--- config.mk ---
export PLATFORM = sky130hd
export DESIGN_NAME = wb_uart_debug_master
export DESIGN_NICKNAME = d
export VERILOG_FILES = /design/src/rtl/wb_uart_debug_master_pkg.sv /design/src/rtl/wb_uart_debug_master.sv
export SDC_FILE = /design/constraint.sdc
export NUM_CORES = 1
export LEC_CHECK = 0
export CAP_MARGIN = 10
export CORE_MARGIN = 2
export CORE_UTILIZATION = 48
export CTS_CLUSTER_SIZE = 10
export DETAILED_ROUTE_END_ITERATION = 12
export PLACE_DENSITY = 0.78
export SYNTH_ARGS = -nofsm -noshare
export SYNTH_HDL_FRONTEND = slang
export SYNTH_SLANG_ARGS = --single-unit
--- constraint.sdc ---
create_clock -name i_CLK -period 2.1 [get_ports i_CLK]
set_input_delay 0.21 -clock i_CLK [delete_from_list [all_inputs] [get_ports i_CLK]]
set_output_delay 0.21 -clock i_CLK [all_outputs]
set_load 0.01 [all_outputs]
--- src/rtl/wb_uart_debug_master_pkg.sv ---
// Shared codes and state encoding for the UART-driven Wishbone debug master.
// Optional ACK timeout is enabled by defining WB_DBG_TIMEOUT_EN.
package wb_uart_debug_master_pkg;

  localparam logic [7:0] CMD_WRITE = 8'h57;
  localparam logic [7:0] CMD_READ  = 8'h52;
  localparam logic [7:0] RSP_ACK   = 8'h06;
  localparam logic [7:0] RSP_NAK   = 8'h15;

  typedef enum logic [2:0] {
    S_IDLE,
    S_ADDR,
    S_WDATA,
    S_BUS,
    S_RESP
  } state_t;

  function automatic logic is_cmd(input logic [7:0] b);
    return (b == CMD_WRITE) || (b == CMD_READ);
  endfunction

endpackage

--- src/rtl/wb_uart_debug_master.sv ---
// Byte-stream command decoder driving single Wishbone read/write cycles.
// Define WB_DBG_TIMEOUT_EN to abort unacknowledged cycles after TIMEOUT_CYCLES.
module wb_uart_debug_master
  import wb_uart_debug_master_pkg::*;
#(
  parameter int DATA_WIDTH     = 32,
  parameter int ADDR_WIDTH     = 32,
  parameter int TIMEOUT_CYCLES = 255
) (
  input  logic                  i_CLK,
  input  logic                  i_RST,
  input  logic [7:0]            i_RX_DATA,
  input  logic                  i_RX_VALID,
  output logic [7:0]            o_TX_DATA,
  output logic                  o_TX_VALID,
  input  logic                  i_TX_READY,
  output logic [ADDR_WIDTH-1:0] o_WB_ADDR,
  output logic [DATA_WIDTH-1:0] o_WB_DATA,
  input  logic [DATA_WIDTH-1:0] i_WB_DATA,
  output logic                  o_WB_WE,
  output logic [3:0]            o_WB_SEL,
  output logic                  o_WB_STB,
  input  logic                  i_WB_ACK,
  output logic                  o_WB_CYC,
  output logic                  o_WB_TAGN,
  input  logic                  i_WB_TAGN,
  output logic                  o_BUSY,
  output logic                  o_DROP
);

  state_t                state;
  logic [7:0]            cmd;
  logic [1:0]            cnt;
  logic [DATA_WIDTH-1:0] rsp_sh;
  logic [1:0]            rsp_left;
  logic                  is_wr;
  logic                  unused_tagn;

  assign is_wr       = (cmd == CMD_WRITE);
  assign o_WB_SEL    = 4'hF;
  assign o_WB_TAGN   = 1'b1;
  assign unused_tagn = i_WB_TAGN;

`ifdef WB_DBG_TIMEOUT_EN
  localparam int TW = $clog2(TIMEOUT_CYCLES + 1);
  localparam logic [TW-1:0] TO_LAST = TW'(TIMEOUT_CYCLES - 1);
  logic [TW-1:0] to_cnt;
`else
  localparam int unused_timeout = TIMEOUT_CYCLES;
`endif

  always_ff @(posedge i_CLK) begin
    if (i_RST) begin
      state      <= S_IDLE;
      cmd        <= 8'h00;
      cnt        <= 2'd0;
      rsp_sh     <= '0;
      rsp_left   <= 2'd0;
      o_TX_DATA  <= 8'h00;
      o_TX_VALID <= 1'b0;
      o_WB_ADDR  <= '0;
      o_WB_DATA  <= '0;
      o_WB_WE    <= 1'b0;
      o_WB_STB   <= 1'b0;
      o_WB_CYC   <= 1'b0;
      o_BUSY     <= 1'b0;
      o_DROP     <= 1'b0;
`ifdef WB_DBG_TIMEOUT_EN
      to_cnt     <= '0;
`endif
    end else begin
      o_DROP <= 1'b0;
      unique case (state)
        S_IDLE: begin
          if (i_RX_VALID) begin
            cmd    <= i_RX_DATA;
            cnt    <= 2'd0;
            o_BUSY <= 1'b1;
            if (is_cmd(i_RX_DATA)) begin
              state <= S_ADDR;
            end else begin
              state      <= S_RESP;
              o_TX_VALID <= 1'b1;
              o_TX_DATA  <= RSP_NAK;
              rsp_left   <= 2'd0;
            end
          end
        end
        S_ADDR: begin
          if (i_RX_VALID) begin
            o_WB_ADDR <= {o_WB_ADDR[ADDR_WIDTH-9:0], i_RX_DATA};
            cnt       <= cnt + 2'd1;
            if (cnt == 2'd3) begin
              if (is_wr) begin
                state <= S_WDATA;
              end else begin
                state    <= S_BUS;
                o_WB_CYC <= 1'b1;
                o_WB_STB <= 1'b1;
                o_WB_WE  <= 1'b0;
`ifdef WB_DBG_TIMEOUT_EN
                to_cnt   <= '0;
`endif
              end
            end
          end
        end
        S_WDATA: begin
          if (i_RX_VALID) begin
            o_WB_DATA <= {o_WB_DATA[DATA_WIDTH-9:0], i_RX_DATA};
            cnt       <= cnt + 2'd1;
            if (cnt == 2'd3) begin
              state    <= S_BUS;
              o_WB_CYC <= 1'b1;
              o_WB_STB <= 1'b1;
              o_WB_WE  <= 1'b1;
`ifdef WB_DBG_TIMEOUT_EN
              to_cnt   <= '0;
`endif
            end
          end
        end
        S_BUS: begin
          if (i_RX_VALID) o_DROP <= 1'b1;
          if (i_WB_ACK) begin
            state      <= S_RESP;
            o_WB_CYC   <= 1'b0;
            o_WB_STB   <= 1'b0;
            o_WB_WE    <= 1'b0;
            o_TX_VALID <= 1'b1;
            if (is_wr) begin
              o_TX_DATA <= RSP_ACK;
              rsp_left  <= 2'd0;
            end else begin
              o_TX_DATA <= i_WB_DATA[DATA_WIDTH-1 -: 8];
              rsp_sh    <= {i_WB_DATA[DATA_WIDTH-9:0], 8'h00};
              rsp_left  <= 2'd3;
            end
          end
`ifdef WB_DBG_TIMEOUT_EN
          else if (to_cnt == TO_LAST) begin
            state      <= S_RESP;
            o_WB_CYC   <= 1'b0;
            o_WB_STB   <= 1'b0;
            o_WB_WE    <= 1'b0;
            o_TX_VALID <= 1'b1;
            o_TX_DATA  <= RSP_NAK;
            rsp_left   <= 2'd0;
          end else begin
            to_cnt <= to_cnt + 1'b1;
          end
`endif
        end
        S_RESP: begin
          if (i_RX_VALID) o_DROP <= 1'b1;
          if (o_TX_VALID && i_TX_READY) begin
            if (rsp_left == 2'd0) begin
              state      <= S_IDLE;
              o_TX_VALID <= 1'b0;
              o_BUSY     <= 1'b0;
            end else begin
              o_TX_DATA <= rsp_sh[DATA_WIDTH-1 -: 8];
              rsp_sh    <= {rsp_sh[DATA_WIDTH-9:0], 8'h00};
              rsp_left  <= rsp_left - 2'd1;
            end
          end
        end
        default: begin
          state <= S_IDLE;
        end
      endcase
    end
  end

endmodule
## Word-level counts from Yosys, hierarchy flattened

Cells that the tools add are included.

| word-level totals | value |
|---|---|
| register bits after elaboration | 124 |
| output and inout port bits | 83 |

| cells by class | value |
|---|---|
| add/subtract/negate cells | 2 |
| eq/ne operators | 21 |
| muxes and demuxes | 53 |
| bitwise operators | 1 |
| reductions and logical operators | 22 |

Operators with widths:

| kind | number |
|---|---|
| $mux 32 | 4 |
| $pmux 32 s2 | 1 |
| $mux 8 | 6 |
| $mux 3 | 9 |
| $eq 8x7->1 const B | 3 |
| $ne 2x2->1 const B | 12 |
| $pmux 8 s3 | 1 |
| $mux 1 | 17 |
| $mux 2 | 8 |
| $pmux 3 s5 | 1 |
| $reduce_and 6->1 | 2 |
| $pmux 1 s3 | 3 |
| $reduce_and 8->1 | 1 |
| $reduce_and 7->1 | 1 |
| $eq 3x2->1 const B | 2 |
| $pmux 2 s3 | 1 |
| $reduce_and 2->1 | 3 |
| $reduce_bool 2->1 | 3 |
| $reduce_bool 3->1 | 2 |
| $reduce_or 2->1 | 3 |
| $reduce_and 5->1 | 1 |
| $pmux 2 s2 | 1 |
| $reduce_and 4->1 | 1 |
| $eq 3x1->1 const B | 1 |
| 12 further kinds | 12 |

## Depth between registers and ports, before layout

| depth | value |
|---|---|
| depth after elaboration | 5 |
| depth in mapped cells | 7 |
| depth with buffers taken out | 6 |

## Worst setup path before layout

OpenSTA, ideal clock, no wires.

| timing | value |
|---|---|
| kind | reg-to-reg |
| start | register state[2] |
| end | register rsp_sh[28] |
| setup time | 122 ps |
| arrival | 1,494 ps |
| data required time | 1,978 ps |
| path slack | 485 ps |
| cell stages (with the launch flop) | 7 |
| buffers on the path | 2 |
| period minus slack after synthesis | 1,615 ps |
| cells stage by stage | dfxtp_1 -> buf_2 -> or3b_4 -> nor3_4 -> buf_6 -> o22ai_1 -> o311a_1 |

| on the way | value |
|---|---|
| word-level cells in the longest chain between the ends | 3 |

RTL lines:

| item | RTL line | source |
|---|---|---|
| from (decl) | wb_uart_debug_master.sv:31 | `state_t state;` |
| from (signal assigned) | wb_uart_debug_master.sv:54 | `state <= S_IDLE;` |
| from (signal assigned) | wb_uart_debug_master.sv:80 | `state <= S_ADDR;` |
| from (signal assigned) | wb_uart_debug_master.sv:82 | `state <= S_RESP;` |
| $eq 3x2->1 or $eq 3x3->1 (tied branches) | wb_uart_debug_master.sv:73 | `unique case (state)` |
| $ne 2x2->1 (no source line) or $reduce_bool 2->1 (tied branches) | - |  |
| $reduce_and 5->1 (no source line) | - |  |
| to (signal assigned) | wb_uart_debug_master.sv:136 | `rsp_sh <= {i_WB_DATA[DATA_WIDTH-9:0], 8'h00};` |
| to (signal assigned) | wb_uart_debug_master.sv:163 | `rsp_sh <= {rsp_sh[DATA_WIDTH-9:0], 8'h00};` |
| to (decl) | wb_uart_debug_master.sv:34 | `logic [DATA_WIDTH-1:0] rsp_sh;` |

Parallel ways exist; a longest one is shown, timed or not.
A chain may end at the register's enable or synchronous reset.

## Worst setup path in the final report

| timing | value |
|---|---|
| start | register state[2] |
| end | register rsp_sh[12] |

The elaborated chain is that of the path after synthesis.

==> metrics.yaml <==
drive_above_1_share_pct: 9.17
status: "complete, no violations"
fin_nets: 744
postPlaceCellArea_sq_um: 6090
hpwl_mm: 8.38
hp-class: "input pin to register"
final_cell_area_sq_um: 6690
grt_max_degree: 65
cts_hold_buf: 0
drt_iter0_drc: 302
cts_sinks: 116
syn_inst: 578
worstPathRequired_ns: 2.50
tightest_slew_ns: 0.633
cts_buffers: 17
layout_min_cycle_time_ns: 1.77
fmax_ghz: 0.566
p_leak_nw: 2.44
ys.flop_type: "dfxtp_1"
root_buffer: "clkbuf_8"
peakVddDrop_uv: 652
r2r_end: "rsp_sh[12]"
syn_area_sq_um: 4720
syn_to_final_growth_pct: 41.6
pwr_density_cell_nw_per_um2: 854
pin_count: 129
reg2reg_from: "state[2]"
first_pass_iters: 4
worst_ep_arrival_time_ns: 2.17
grt_first_pass_wirelength_mm: 19.8
ys_seq_area_share_pct: 49.2
grt_setup_unrepaired: "no"
crit_path_start_kind: "register"
cts.repair.resized: 0
finClkSkew_ns: 0.00892
yosys.area.top_type: "dfxtp_1"
netlist.area_leader.share_pct: 49.2
async_flop_share_pct: 0
synth_commonest_cells: "nand2_1, dfxtp_1, a21oi_1, nor2_1, clkbuf_1"
setup_viol: 0
rr_worst_depth: 5
ys_seq_elements: 116
vias: 4506
critPathCaptureType: "register"
cts_max_path_buffers: 2
clock_latency_ns: 0.51
dieHeight_um: 103
finalHoldViolations: 0
h-tree-depth: 4
core_area_sq_um: 9680
grt_overflow: 0
period_share_pct: 84.1
maxCapViolCount: 0
die_area_sq_um: 10700
cts_setup_buffers: 0
grt_use_total_pct: 23.8
ant_nets: 0
die_x_um: 103
fill_cells: 763
viasPerCell: 5.35
wl_per_cell_um: 14.7
antenna_found_initial: 0
cp-endpoint: "rsp_sh[12]"
maxSlewHeadroom_pct: 57.8
grt_pass1_vias: 4084
cts_tree: "done"
ys_warn_count: 0
drv_slew: 0
gp_congestion: 0.899
synth.most_common_cell: "nand2_1"
n_antenna_cell: 0
fin_setup_tns_ns: 0
portBuffers: 122
rrSetupSlack_ns: 0.33
initial_core_util_pct: 48.8
worst-setup-path-type: "register to register"
ys_top_cells_by_area: "dfxtp_1, nand2_1, a21oi_1, nor2_1, o311a_1"
clk_pin_slew_ns: 0.05
cp_max_fo: 33
synthDistinctLibCells: 48
cp-startpoint: "state[2]"
drc_errors: 0
avgSynthCellArea_sq_um: 8.17
wl_mm: 12.4
synth_enable_flop_cells: 0
rows: 36
hold_start: "i_RST"
power.total_mw: 5.72
## area by class of cell
class | instances | area, sq um | area share (%)
multi-input cells | 407 | 2130 | 31.8
flip-flops and latches | 116 | 2320 | 34.7
clock inverters | 13 | 183 | 2.73
clock buffers | 19 | 422 | 6.30
repair buffers | 147 | 1440 | 21.5
inverters | 7 | 26.3 | 0.393
well taps | 133 | 166 | 2.49
## layer usage
layer,share of wire (%),vias to the layer above,global-route usage (%)
met5,0,-,0
met4,0.92,0,8.91
met3,4.9,10,5.65
met2,49,133,36.6
met1,46,2121,32.6
li1,-,2242,-
## worst min path at each step
stage,end,cells past startpoint,slack [ns]
6_report,rsp_sh[14],3,0.21
3_5_place_dp,o_WB_ADDR[27],2,0.45
2_1_floorplan,rsp_sh[10],1,0.34
4_1_cts,rsp_sh[18],3,0.17
3_3_place_gp,o_WB_DATA[30],2,0.44
5_1_grt,rsp_sh[13],3,0.20
## cell usage in the layout (no fill, tap or decap), types with 7 or more instances in the layout
cell type and count:
buf_4 22, a21oi_1 79, o311a_1 16, nor2_1 42
dfxtp_1 116, a31oi_1 11, o22ai_1 17, nand2_1 157
a211oi_1 7, a22o_1 8, clkdlybuf4s50_1 121, clkbuf_16 16
o21ai_0 7, inv_1 7
## through the flow
step	setup slack (ns)	cells	hold slack [ns]	utilization, %
after detailed placement	0.0747	810	0.446	62.9
final	0.333	842	0.212	69.1
after floorplan	0.485	582	0.343	-
after global placement	0.0776	810	0.441	62.9
after CTS	0.349	842	0.173	69.1
after global routing	0.224	842	0.199	69.1
## kinds of logic (layout without fill, tap and decap cells)
logic type	after synthesis	count (layout)	share of synthesized area (%)
buffers and inverters	59	186	6.17
adder cells (fa/ha/maj)	2	2	0.530
XOR/XNOR	1	1	0.185
other	1	5	0.0794
AND/OR/NAND/NOR	235	235	21.5
multiplexers	1	1	0.212
flip-flops	116	116	49.2
AO/OA/AOI/OAI	163	163	22.2
## critical path, stage by stage, from the launching register on
cell     delay (ns)
dfxtp_1        0.48
or3b_4         0.44
nor3_4         0.20
buf_12         0.21
nor3_2         0.11
a22o_1         0.20
## report_power, final
group          switching [mW]  internal [mW]
logic                   0.258          0.239
clock network            1.00           1.92
registers              0.0379           2.26
total                    1.30           4.42
## sequential cells by signal (all words and copies together) (netlist names)
register    count
o_WB_DATA      32
rsp_left        2
state           3
cmd             8
o_WB_WE         1
o_BUSY          1
o_TX_VALID      1
o_TX_DATA       8
o_DROP          1
o_WB_CYC        1
rsp_sh         24
o_WB_ADDR      32
cnt             2
No activity file was read; power rests on OpenSTA's default activity.
